===== src/rtl/ddr_local_burst_seq.sv =====
// rtl/ddr_local_burst_seq.sv - one-burst-at-a-time sequencer onto the HPC local (Avalon-style) interface
// Write beats stream through combinationally; read returns are registered with one cycle of latency.
module ddr_local_burst_seq #(
  parameter int ADDR_W    = 23,
  parameter int DATA_W    = 32,
  parameter int MAX_BURST = 64
) (
  input  logic                  local_clk_i,
  input  logic                  local_reset_n_i,
  input  logic                  cmd_valid_i,
  output logic                  cmd_ready_o,
  input  logic                  cmd_we_i,
  input  logic [ADDR_W-1:0]     cmd_adr_i,
  input  logic [6:0]            cmd_size_i,
  input  logic                  wdat_valid_i,
  output logic                  wdat_ready_o,
  input  logic [DATA_W-1:0]     wdat_i,
  input  logic [DATA_W/8-1:0]   wbe_i,
  output logic                  rdat_valid_o,
  output logic [DATA_W-1:0]     rdat_o,
  output logic                  busy_o,
  output logic                  err_o,
  output logic [ADDR_W-1:0]     local_address_o,
  output logic [6:0]            local_size_o,
  output logic                  local_burstbegin_o,
  output logic                  local_write_req_o,
  output logic                  local_read_req_o,
  output logic [DATA_W-1:0]     local_wdata_o,
  output logic [DATA_W/8-1:0]   local_be_o,
  input  logic [DATA_W-1:0]     local_rdata_i,
  input  logic                  local_rdata_valid_i,
  input  logic                  local_ready_i
);

  typedef enum logic [1:0] {IDLE, WRITE, READ_REQ, READ_WAIT} state_t;

  state_t     state, state_nxt;
  logic [6:0] beat_cnt;
  logic       first_beat;
  logic [6:0] size_clamped;
  logic       cmd_fire;
  logic       wr_fire;
  logic       rd_beat;

  assign size_clamped = (cmd_size_i > 7'(MAX_BURST)) ? 7'(MAX_BURST) : cmd_size_i;
  assign cmd_fire     = cmd_valid_i & (state == IDLE);
  assign wr_fire      = (state == WRITE) & wdat_valid_i & local_ready_i;
  assign rd_beat      = (state == READ_WAIT) & local_rdata_valid_i;

  assign local_wdata_o = wdat_i;
  assign local_be_o    = wbe_i;

  always_ff @(posedge local_clk_i or negedge local_reset_n_i) begin
    if (!local_reset_n_i) begin
      state <= IDLE;
    end else begin
      state <= state_nxt;
    end
  end

  always_comb begin
    state_nxt = state;
    case (state)
      IDLE: begin
        if (cmd_fire && (size_clamped != 7'd0)) begin
          state_nxt = cmd_we_i ? WRITE : READ_REQ;
        end
      end
      WRITE: begin
        if (wr_fire && (beat_cnt == 7'd1)) begin
          state_nxt = IDLE;
        end
      end
      READ_REQ: begin
        if (local_ready_i) begin
          state_nxt = READ_WAIT;
        end
      end
      READ_WAIT: begin
        if (rd_beat && (beat_cnt == 7'd1)) begin
          state_nxt = IDLE;
        end
      end
      default: state_nxt = IDLE;
    endcase
  end

  // cmd_ready is gated by reset so every output reads 0 while reset is held.
  always_comb begin
    cmd_ready_o        = 1'b0;
    wdat_ready_o       = 1'b0;
    local_write_req_o  = 1'b0;
    local_read_req_o   = 1'b0;
    local_burstbegin_o = 1'b0;
    busy_o             = (state != IDLE);
    case (state)
      IDLE: cmd_ready_o = local_reset_n_i;
      WRITE: begin
        local_write_req_o  = wdat_valid_i;
        wdat_ready_o       = local_ready_i;
        local_burstbegin_o = wdat_valid_i & first_beat;
      end
      READ_REQ: begin
        local_read_req_o   = 1'b1;
        local_burstbegin_o = 1'b1;
      end
      default: ;
    endcase
  end

  always_ff @(posedge local_clk_i or negedge local_reset_n_i) begin
    if (!local_reset_n_i) begin
      beat_cnt        <= 7'd0;
      first_beat      <= 1'b0;
      local_address_o <= '0;
      local_size_o    <= 7'd0;
      rdat_valid_o    <= 1'b0;
      rdat_o          <= '0;
      err_o           <= 1'b0;
    end else begin
      if (cmd_fire) begin
        local_address_o <= cmd_adr_i;
        local_size_o    <= size_clamped;
        beat_cnt        <= size_clamped;
        first_beat      <= 1'b1;
      end else if ((wr_fire || rd_beat) && (beat_cnt != 7'd0)) begin
        beat_cnt   <= beat_cnt - 7'd1;
        first_beat <= 1'b0;
      end
      // Read data is forwarded regardless of state; only the error flag cares.
      rdat_valid_o <= local_rdata_valid_i;
      if (local_rdata_valid_i) begin
        rdat_o <= local_rdata_i;
        if (state != READ_WAIT) begin
          err_o <= 1'b1;
        end
      end
    end
  end

endmodule


===== config.mk =====
export PLATFORM = sky130hd
export DESIGN_NAME = ddr_local_burst_seq
export DESIGN_NICKNAME = d
export VERILOG_FILES = /design/src/rtl/ddr_local_burst_seq.sv
export SDC_FILE = /design/constraint.sdc
export NUM_CORES = 1
export LEC_CHECK = 0
export BUFFER_PORTS_ARGS = -buffer_cell sky130_fd_sc_hd__buf_2
export CORE_ASPECT_RATIO = 2
export CORE_UTILIZATION = 30
export CTS_CLUSTER_SIZE = 16
export DETAILED_ROUTE_END_ITERATION = 6
export SETUP_SLACK_MARGIN = 0.15
export SLEW_MARGIN = 20
export SYNTH_ARGS = -nofsm -noshare
export SYNTH_HDL_FRONTEND = slang
export SYNTH_SLANG_ARGS = --single-unit

===== constraint.sdc =====
create_clock -name local_clk_i -period 2.9 [get_ports local_clk_i]
set_clock_uncertainty 0.1 [all_clocks]
set_input_delay 0.29 -clock local_clk_i [delete_from_list [all_inputs] [get_ports local_clk_i]]
set_output_delay 0.29 -clock local_clk_i [all_outputs]
set_load 0.005 [all_outputs]

* Yosys cells after proc, flatten, opt, wreduce, memory -nomap -nowiden
Index checks and enable logic that the tools add are counted.
** Word-level totals
- Register bits after elaboration :: 74
- Bits of input ports :: 105
- Output and inout bits :: 106
- Word-level logic and storage cells :: 52
** Cells by class
- $add $sub $neg :: 1
- $lt $le $gt $ge :: 1
- Equal/unequal tests :: 9
- Muxes and demuxes :: 16
- Bitwise logic cells :: 5
- Reduce and logical (&&, ||, !) cells :: 12
** Operator list (number)
- $mux 7 :: 3
- $reduce_bool 7->1 :: 2
- $mux 2 :: 5
- $pmux 2 s4 :: 1
- $eq 7x1->1 const B :: 1
- $gt 7x7->1 const B :: 1
- $sub 7x1->7 const B :: 1
- $mux 1 :: 6
- $ne 2x1->1 const B :: 3
- $and 1x1->1 :: 5
- $eq 2x2->1 const B :: 2
- $logic_and 1x1->1 :: 4
- $ne 2x2->1 const B :: 2
- $reduce_and 4->1 :: 1
- $reduce_bool 2->1 :: 2
- $eq 2x1->1 const B :: 1
- $logic_not 2->1 :: 1
- $pmux 1 s2 :: 1
- $reduce_and 2->1 :: 1
- $logic_or 1x1->1 :: 1

* Logic depth before layout (Yosys ltp)
Gate-level depths: netlist (run 1).
- Depth in word-level cells :: 7
- Depth in mapped cells :: 7
- Depth with buffers taken out :: 6

* Worst setup path after synthesis (run 1)
Ideal clock, no wire load.
- Path type :: reg-to-reg
- Start :: reg beat_cnt[3]
- End :: reg state[0]
- Setup time :: 128 ps
- Data arrival time :: 1567 ps
- Required time :: 2672 ps
- Path slack :: 1106 ps
- Stages on the path, launching flop included :: 5
- Path through :: dfrtp_1 > or4_4 > o21ai_1 > nand4b_1 > mux2_1
** On the way
- Longest elaborated chain between the ends :: 4
** Ends and longest elaborated chain
- start, declared :: RTL line 38 : logic [6:0] beat_cnt;
- start signal, assigned :: RTL line 124 : beat_cnt <= size_clamped;
- start signal, assigned :: RTL line 127 : beat_cnt <= beat_cnt - 7'd1;
- $eq 7x1->1 * :: RTL line 70, 80
- $logic_and 1x1->1 (on tied branches) :: RTL line 80, 70
- $ne 2x1->1 (no source line)
- $reduce_and 4->1 (no source line) *
- end signal, assigned :: RTL line 57 : state <= state_nxt;
- end, declared :: RTL line 37 : state_t state, state_nxt;
Mark *: on every way between the ends. The rest lies on a longest branch, timed or not.
A chain may end at the register's enable or synchronous reset.

* Worst setup path after layout (run 1)
- Start :: reg state[1]
- End :: out local_burstbegin_o
** On the way
- Longest elaborated chain between the ends :: 2
** Ends and longest elaborated chain
- $eq 2x2->1 or $eq 2x1->1 (tied branches) :: RTL line 96 : case (state)
- $pmux 1 s2 * :: RTL line 96
- end, declared :: RTL line 25 : output logic local_burstbegin_o,
Marked as above.

==> qor.csv, run 1 <==
metric;value;unit
worst hold path class;in -> reg;
CTS Buf Count;9;
area of the multi-input gates;1160;sq um
Initial Utilization;0.309;
final hold vios;0;
Mapped Cells;311;
register area;1850;sq um
post-place setup slack;0.942;ns
vias in the first global route;2539;
worst slew pin tran;0.552;ns
drc violations;0;
die width;76.8;um
Crit Path Max Fanout;4;
top-area cell type share of the netlist area;0.552;
cell taking the most area after synthesis;dfrtp_1;
Synth-to-Final Area Change;26.5;%
filler instances;1116;
Setup-failing EPs final;0;
Final Worst Setup Slack;0.912;ns
first-pass GRT wire length;11700;um
final non-filler cell total;563;
Core Region;10900;sq um
ANT cells;0;
status;complete, no violations;
die area;11600;sq um
1st-pass router iterations;3;
ratio of cells with drive above 1 in the final layout;0.449;
Worst EP arrival;1.60;ns
mapped cell area;3360;sq um
Max-slew headroom;0.632;
DP HPWL;5990;um
Routed Antenna Nets;0;
Total Power;3.75;mW
Setup CP Type;reg -> out;
Final Max Tran Viols;0;
Post-synth top flop;dfrtp_1;
Mapped Nets;424;
CTS Buffer Depth;2;
Root Buffer Master;clkbuf_16;
VDD IR max;500;uV
Port Buffers;138;
Tmin final;1.99;ns
Post-Syn Area per Cell;10.8;sq um
max frequency;503;MHz
routed vias/inst;4.43;
standard-cell rows;54;
WL/cell;13.5;um
flops & latches, synth;74;
Placer Congestion;0.797;
Critical Path End Type;primary output;
largest net degree at the start of global routing;40;
CTS tree;done;
H-tree depth;3;
TritonCTS Sinks;74;
Total Neg Setup Slack;0;ns
antenna violations before repair;0;
Async SR Flop Fraction;1.00;
Pleak;2.23;nW
Layout Nets;532;
Cell Pwr Density;882;nW/um^2
EDFF count, synth;0;
total gr overflow;0;
Yosys cell types;34;
Ys Warns;0;
Total Routing Usage GR;0.134;
via count;2495;
Synth area leaders;dfrtp_1 55%, mux2_2 11%, nand2_1 10%, buf_4 8.1%, ha_1 3.0%;
Skew-Pair Late Insertion Delay;0.32;ns
Die Y;152;um
placed instance count;547;
num ports;211;
initial drt markers;32;
Clk pin slew, worst setup/hold paths;0.06;ns
final WL;7630;um
Max-Cap Viols;0;
CP required;2.51;ns
RSZ-0062 raised after global routing;false;
register area share after synthesis;0.552;
Layout Utilization;0.390;
fin crit share;0.686;
Critical Path Source Type;flop;
==> Yosys cell counts, types with 4 or more instances <==
| library cell | n |
|---|---|
| nand2_1 | 92 |
| dfrtp_1 | 74 |
| buf_4 | 36 |
| mux2_2 | 32 |
| inv_1 | 9 |
| ha_1 | 8 |
| clkbuf_1 | 7 |
| a21o_1 | 5 |
| and2_1 | 4 |
| buf_1 | 4 |
| o21ai_0 | 4 |
| xor2_1 | 4 |
==> per-stage QoR <==
stage | hold slack (ns) | cell area, sq um
after CTS | 0.0371 | 4250
after global placement | 0.324 | 3950
after global routing | 0.0405 | 4250
after floorplan | -0.106 | 3360
final | 0.0554 | 4250
after detailed placement | 0.329 | 3950
==> area by class of cell <==
cell class	count	share of cell area
clock buffers	12	0.0580
flip-flops and latches	74	0.436
repair buffers	144	0.174
multi-input cells	181	0.273
clock inverters	3	0.00943
well taps	140	0.0412
inverters	9	0.00795
==> sequential cells by signal, indices dropped and copies added, names as in the netlist <==
register         flops
beat_cnt             7
err_o                1
first_beat           1
local_address_o     23
local_size_o         7
rdat_o              32
rdat_valid_o         1
state                2
==> cell usage in the layout (no fill, tap or decap), types with 3 or more instances in the layout <==
cell type  instances
buf_2            137
nand2_1           92
dfrtp_1           74
mux2_2            32
inv_1              9
clkbuf_16          9
ha_1               8
buf_4              6
a21o_1             5
and2_1             4
o21ai_0            4
xor2_1             4
nor2_1             3
o2111ai_1          3
==> per-layer routing <==
metal	wire, um	global-route usage
met1	2650	0.122
met2	4130	0.250
met3	410	0.0275
met4	444	0.114
met5	0	0
==> worst max-delay path, stage by stage, from the launching register on <==
cell and delay, ns:
dfrtp_1 0.41, inv_1 0.12, ha_1 0.23, and2_1 0.16, nand2_1 0.05, a21boi_0 0.17, buf_2 0.14
==> timing repair <==
item,in CTS,in global routing
setup buffers,0,0
hold buffers,1,0
resized for setup,0,0
endpoints found under the hold margin,64,0
==> power by group <==
| part | total [mW] | leakage [nW] | internal [mW] | switching, mW |
|---|---|---|---|---|
| clock network | 1.06 | 0.142 | 0.682 | 0.383 |
| logic | 1.15 | 1.19 | 0.541 | 0.614 |
| registers | 1.53 | 0.894 | 1.34 | 0.185 |
==> path summary, 6_finish.rpt <==
check                           startpoint                   to  slack [ns]  cells past startpoint
setup / recovery                  state[1]   local_burstbegin_o        0.91                      6
max in group asynchronous  local_reset_n_i             state[1]        1.84                      3
min in group asynchronous  local_reset_n_i  local_address_o[10]        0.50                      3
setup reg to reg                  state[0]          beat_cnt[1]        0.94                      6
hold / removal               cmd_adr_i[16]  local_address_o[16]        0.06                      3
hold reg to reg                      err_o                err_o        0.35                      1
==> cell families after synthesis <==
| kind of cell | synth area share |
|---|---|
| compound gates | 0.0440 |
| xor+xnor | 0.0157 |
| fa+ha+maj | 0.0298 |
| buf+inv | 0.103 |
| flops | 0.552 |
| mux | 0.114 |
| simple gates | 0.142 |
Power figures use the tool's default switching activity.
==> run 2: changes to the inputs <==
==> constraint.sdc (replaced) <==
create_clock -name local_clk_i -period 2 [get_ports local_clk_i]
set_clock_uncertainty 0.1 [all_clocks]
set_input_delay 0.2 -clock local_clk_i [delete_from_list [all_inputs] [get_ports local_clk_i]]
set_output_delay 0.2 -clock local_clk_i [all_outputs]
set_load 0.005 [all_outputs]
==> qor.csv, run 2 (same netlist as run 1, synthesis figures left out) <==
metric;value;unit;change
final hold vios;0;;unchanged
Psw;1.83;mW;+55%
largest net degree at the start of global routing;75;;+88%
Synth-to-Final Area Change;44.7;%;
final WL;8620;um;+13%
WL/cell;13.9;um;+2.6%
fin crit share;0.913;;
max frequency;548;MHz;
die area;11600;sq um;unchanged
Final Max Tran Viols;0;;unchanged
Placer Congestion;0.762;;-4.4%
Worst Setup SP;beat_cnt[5];;
Total Routing Usage GR;0.152;;+0.0177
Clock Power Share;0.277;;-0.007
Reg-to-Reg Start;beat_cnt[5];;
drc violations;0;;unchanged
ratio of cells with drive above 1 in the final layout;0.425;;-0.0242
standard-cell rows;54;;unchanged
Tmin final;1.83;ns;
1st-pass router iterations;4;;+1
max incr delay on CP;0.60;ns;+0.19 ns
Biggest register;rdat_o;;
VDD IR max;534;uV;+6.8%
sw frac;0.319;;+0.00378
total gr overflow;0;;unchanged
Comb power frac;0.338;;+0.030
Critical Path End Type;flop;;
CTS tree;done;;
worst hold path class;in -> reg;;
die width;76.8;um;unchanged
Routed Antenna Nets;0;;unchanged
CTS Buffer Depth;2;;unchanged
Worst EP arrival;1.93;ns;+0.33 ns
ANT cells;0;;unchanged
Total Neg Setup Slack;0;ns;unchanged
TritonCTS Sinks;74;;unchanged
Port Buffers;138;;unchanged
Cell Pwr Density;1180;nW/um^2;+34%
routed vias/inst;4.43;;about the same
num ports;211;;unchanged
Initial Utilization;0.309;;unchanged
min-delay src;local_rdata_i[13];;
vias in the first global route;2787;;+9.8%
max FFs per register;32;;unchanged
Regs by FF count;rdat_o: 32 flops, local_address_o: 23 flops;;
H-tree depth;3;;unchanged
commonest non-fill, non-tap cells in the layout;137 x buf_2, 92 x nand2_1, 74 x dfrtp_1, 51 x dlygate4sd3_1, 32 x mux2_2;;
Skew-Pair Late Insertion Delay;0.33;ns;about the same
CP max-delay cell;or4_4;;
Max-slew headroom;0.717;;+0.0853
CP required;2.11;ns;-0.40 ns
Power Internal;3.90;mW;+52%
Core Region;10900;sq um;unchanged
Setup-failing EPs final;0;;unchanged
DP HPWL;5910;um;-1.2%
Critical Path Source Type;flop;;
Total Power;5.74;mW;+53%
antenna violations before repair;0;;unchanged
first-pass GRT wire length;13300;um;+14%
Pleak;2.47;nW;+11%
RSZ-0062 raised after global routing;true;;
Max-Cap Viols;0;;unchanged
Layout Nets;588;;+11%
Fin Hold WS;0.0152;ns;-0.0402 ns
initial drt markers;52;;+63%
worst slew pin tran;0.420;ns;-0.132 ns
Setup CP Type;reg -> reg;;
CTS Buf Count;9;;unchanged
Sequential Power Share;0.385;;-0.023
status;complete, no violations;;
Crit Path Max Fanout;6;;+2
Root Buffer Master;clkbuf_16;;
Die Y;152;um;unchanged
via count;2746;;+10%
commonest non-fill, non-tap cell in the layout;buf_2;;
worst path cell trace;or4_4, o21ai_2, nand4b_1, mux2_1;;
Clk pin slew, worst setup/hold paths;0.05;ns;about the same
run 2: area by class of cell:
cell class	instances	area, sq um
well taps	140	175
inverters	9	33.8
clock buffers	12	246
clock inverters	4	51.3
fillers	1038	6020
repair buffers	200	1310
multi-input cells	181	1190
flip-flops and latches	74	1850
run 2: critical path, delay by kind of cell (launching register included):
family	cells	cell delay (ns)
AOI/OAI and AO/OA	1	0.16
DFF	1	0.37
muxes	1	0.34
and+or+nand+nor	2	0.75
run 2: per-stage QoR:
step | std cells | util | worst slack [ns] | area (sq um)
final | 620 | 0.447 | 0.175 | 4860
after global routing | 620 | 0.447 | 0.124 | 4860
after CTS | 618 | 0.444 | 0.159 | 4830
after detailed placement | 548 | 0.366 | 0.123 | 3980
after global placement | 548 | 0.366 | 0.151 | 3980
after floorplan | 311 | - | 0.206 | 3360
run 2: worst paths after layout:
kind	slack, ns	end	cells after the start
min in group asynchronous	0.37	rdat_o[14]	3
setup / recovery	0.17	state[1]	4
setup reg to reg	0.17	state[1]	4
hold / removal	0.02	rdat_o[13]	2
max in group asynchronous	1.13	local_address_o[15]	3
hold reg to reg	0.37	err_o	1
run 2: what timing repair did:
action	CTS	global route
gates resized for setup	5	4
setup endpoints to repair	3	6
setup buffers	3	2
hold buffers	51	0
endpoints found under the hold margin	124	0
pin swaps	1	1
run 2: metal layers:
metal,global-route usage,share of wire,routed length [um]
met5,0,0,0
met4,0.122,0.051,436
met3,0.0240,0.048,414
met2,0.294,0.57,4960
met1,0.136,0.33,2810
run 2: power by group through the flow:
stage          combinational (mW)  sequential (mW)  clock [mW]
6_report                     1.94             2.21        1.59
4_1_cts                      1.93             2.20        1.67
2_1_floorplan               0.970             2.25           0
5_1_grt                      2.16             2.27        1.72
3_3_place_gp                 1.71             2.22           0
3_5_place_dp                 1.76             2.24           0
==> run 3: changes to the inputs <==
--- a/config.mk
+++ b/config.mk
@@ -7,9 +7,10 @@
 export LEC_CHECK = 0
 export BUFFER_PORTS_ARGS = -buffer_cell sky130_fd_sc_hd__buf_2
 export CORE_ASPECT_RATIO = 2
-export CORE_UTILIZATION = 30
+export CORE_UTILIZATION = 43
 export CTS_CLUSTER_SIZE = 16
 export DETAILED_ROUTE_END_ITERATION = 6
+export PLACE_DENSITY = 0.81
 export SETUP_SLACK_MARGIN = 0.15
 export SLEW_MARGIN = 20
 export SYNTH_ARGS = -nofsm -noshare
==> qor.csv, run 3 (same netlist as run 1, synthesis figures left out) <==
metric;value;unit;change
status;complete, no violations;;
VDD IR max;779;uV;+46%
commonest non-fill, non-tap cell in the layout;buf_2;;
initial drt markers;72;;+38%
Tmin final;1.87;ns;+0.0402 ns
num ports;211;;unchanged
TritonCTS Sinks;74;;unchanged
Placer Congestion;0.838;;+9.9%
Total Neg Setup Slack;0;ns;unchanged
drc violations;0;;unchanged
largest net degree at the start of global routing;75;;unchanged
Biggest register;rdat_o;;
Clk pin slew, worst setup/hold paths;0.05;ns;about the same
die width;64.5;um;-16%
Critical Path End Type;flop;;
Synth-to-Final Area Change;41.2;%;
worst slew pin tran;0.386;ns;-0.0344 ns
via count;2725;;-0.76%
H-tree depth;3;;unchanged
final WL;8400;um;-2.6%
placed instance area;3920;sq um;-1.6%
Port Buffers;138;;unchanged
Regs by FF count;rdat_o: 32 flops, local_address_o: 23 flops;;
CP max-delay cell;or4_4;;
routed vias/inst;4.78;;+7.9%
Max-slew headroom;0.740;;+0.0232
final hold vios;0;;unchanged
Crit Path Max Fanout;6;;unchanged
CTS Buffer Depth;2;;unchanged
max incr delay on CP;0.59;ns;about the same
Die Y;127;um;-16%
Skew-Pair Late Insertion Delay;0.33;ns;about the same
WL/cell;14.7;um;+6.0%
Critical Path Source Type;flop;;
Total Routing Usage GR;0.215;;+0.0633
Total Power;5.60;mW;-2.3%
worst path cell trace;or4_4, o21ai_2, nand4b_1, mux2_1;;
max frequency;536;MHz;-2.2%
post-route cell area;4740;sq um;-2.4%
Setup CP Type;reg -> reg;;
fin crit share;0.933;;+0.0201
die area;8190;sq um;-30%
Setup-failing EPs final;0;;unchanged
worst hold path class;in -> reg;;
Layout Nets;584;;-0.68%
Pleak;2.45;nW;-1.0%
CTS tree;done;;
CTS Buf Count;9;;unchanged
antenna violations before repair;0;;unchanged
standard-cell rows;45;;-17%
CP required;2.10;ns;about the same
ratio of cells with drive above 1 in the final layout;0.431;;+0.00567
Fin Hold WS;0.0116;ns;-0.00359 ns
Routed Antenna Nets;0;;unchanged
RSZ-0062 raised after global routing;true;;
Initial Utilization;0.445;;+0.136
Root Buffer Master;clkbuf_16;;
Max-Cap Viols;0;;unchanged
commonest non-fill, non-tap cells in the layout;137 x buf_2, 92 x nand2_1, 73 x dfrtp_1, 47 x dlygate4sd3_1, 32 x mux2_2;;
DP HPWL;5800;um;-1.9%
1st-pass router iterations;4;;unchanged
first-pass GRT wire length;12900;um;-2.8%
Cell Pwr Density;1180;nW/um^2;+0.13%
ANT cells;0;;unchanged
Final Max Tran Viols;0;;unchanged
Core Region;7540;sq um;-31%
vias in the first global route;2810;;+0.83%
max FFs per register;32;;unchanged
total gr overflow;0;;unchanged
Worst EP arrival;1.97;ns;+0.04 ns
[run 3: final cells by class]
cell class                      count  area, sq um
Sequential cell                    74         1850
Clock inverter                      3         15.0
Tap cell                           94          118
Multi-Input combinational cell    181         1200
Clock buffer                       13          250
Inverter                            9         33.8
Fill cell                         609         2810
Timing Repair Buffer              196         1270
[run 3: worst max-delay path, delay by kind of cell, from the launching register on]
family / cells / cell delay (ns)
compound gates: 1 / 0.16
mux: 1 / 0.35
flops: 1 / 0.39
simple gates: 2 / 0.74
[run 3: final timing paths]
path / slack (ns) / depth (start not counted) / end / startpoint
min in group asynchronous: 0.40 / 3 / rdat_o[2] / local_reset_n_i
min reg2reg: 0.37 / 1 / err_o / err_o
max: 0.13 / 4 / state[1] / beat_cnt[2]
min: 0.01 / 2 / rdat_o[1] / local_rdata_i[1]
max reg2reg: 0.13 / 4 / state[1] / beat_cnt[2]
max in group asynchronous: 1.11 / 3 / state[0] / local_reset_n_i
[run 3: report_power, final]
group	leakage, nW	internal [mW]	switching [mW]
Combinational	1.42	0.968	0.995
Clock	0.133	0.866	0.552
Sequential	0.893	1.95	0.271
[run 3: what timing repair did]
| action | 4_1_cts | 5_1_grt |
|---|---|---|
| hold buffers | 46 | 1 |
| pin swaps | 2 | 2 |
| setup endpoints to repair | 18 | 4 |
| endpoints found under the hold margin | 119 | 1 |
| setup buffers | 3 | 3 |
| gates resized for setup | 7 | 5 |
[run 3: per-stage QoR]
step,worst slack (ns),std cells,utilization
2_1_floorplan,0.206,311,-
3_3_place_gp,0.158,501,0.519
3_5_place_dp,0.117,501,0.519
4_1_cts,0.138,566,0.622
5_1_grt,0.106,570,0.628
6_report,0.134,570,0.628
[run 3: metal layers]
| layer | up-vias | global-route usage | routed length, um |
|---|---|---|---|
| met3 | 48 | 0.0414 | 452 |
| met4 | 0 | 0.180 | 483 |
| li1 | 1298 | - | - |
| met2 | 100 | 0.398 | 4730 |
| met5 | - | 0 | 0 |
| met1 | 1279 | 0.189 | 2740 |
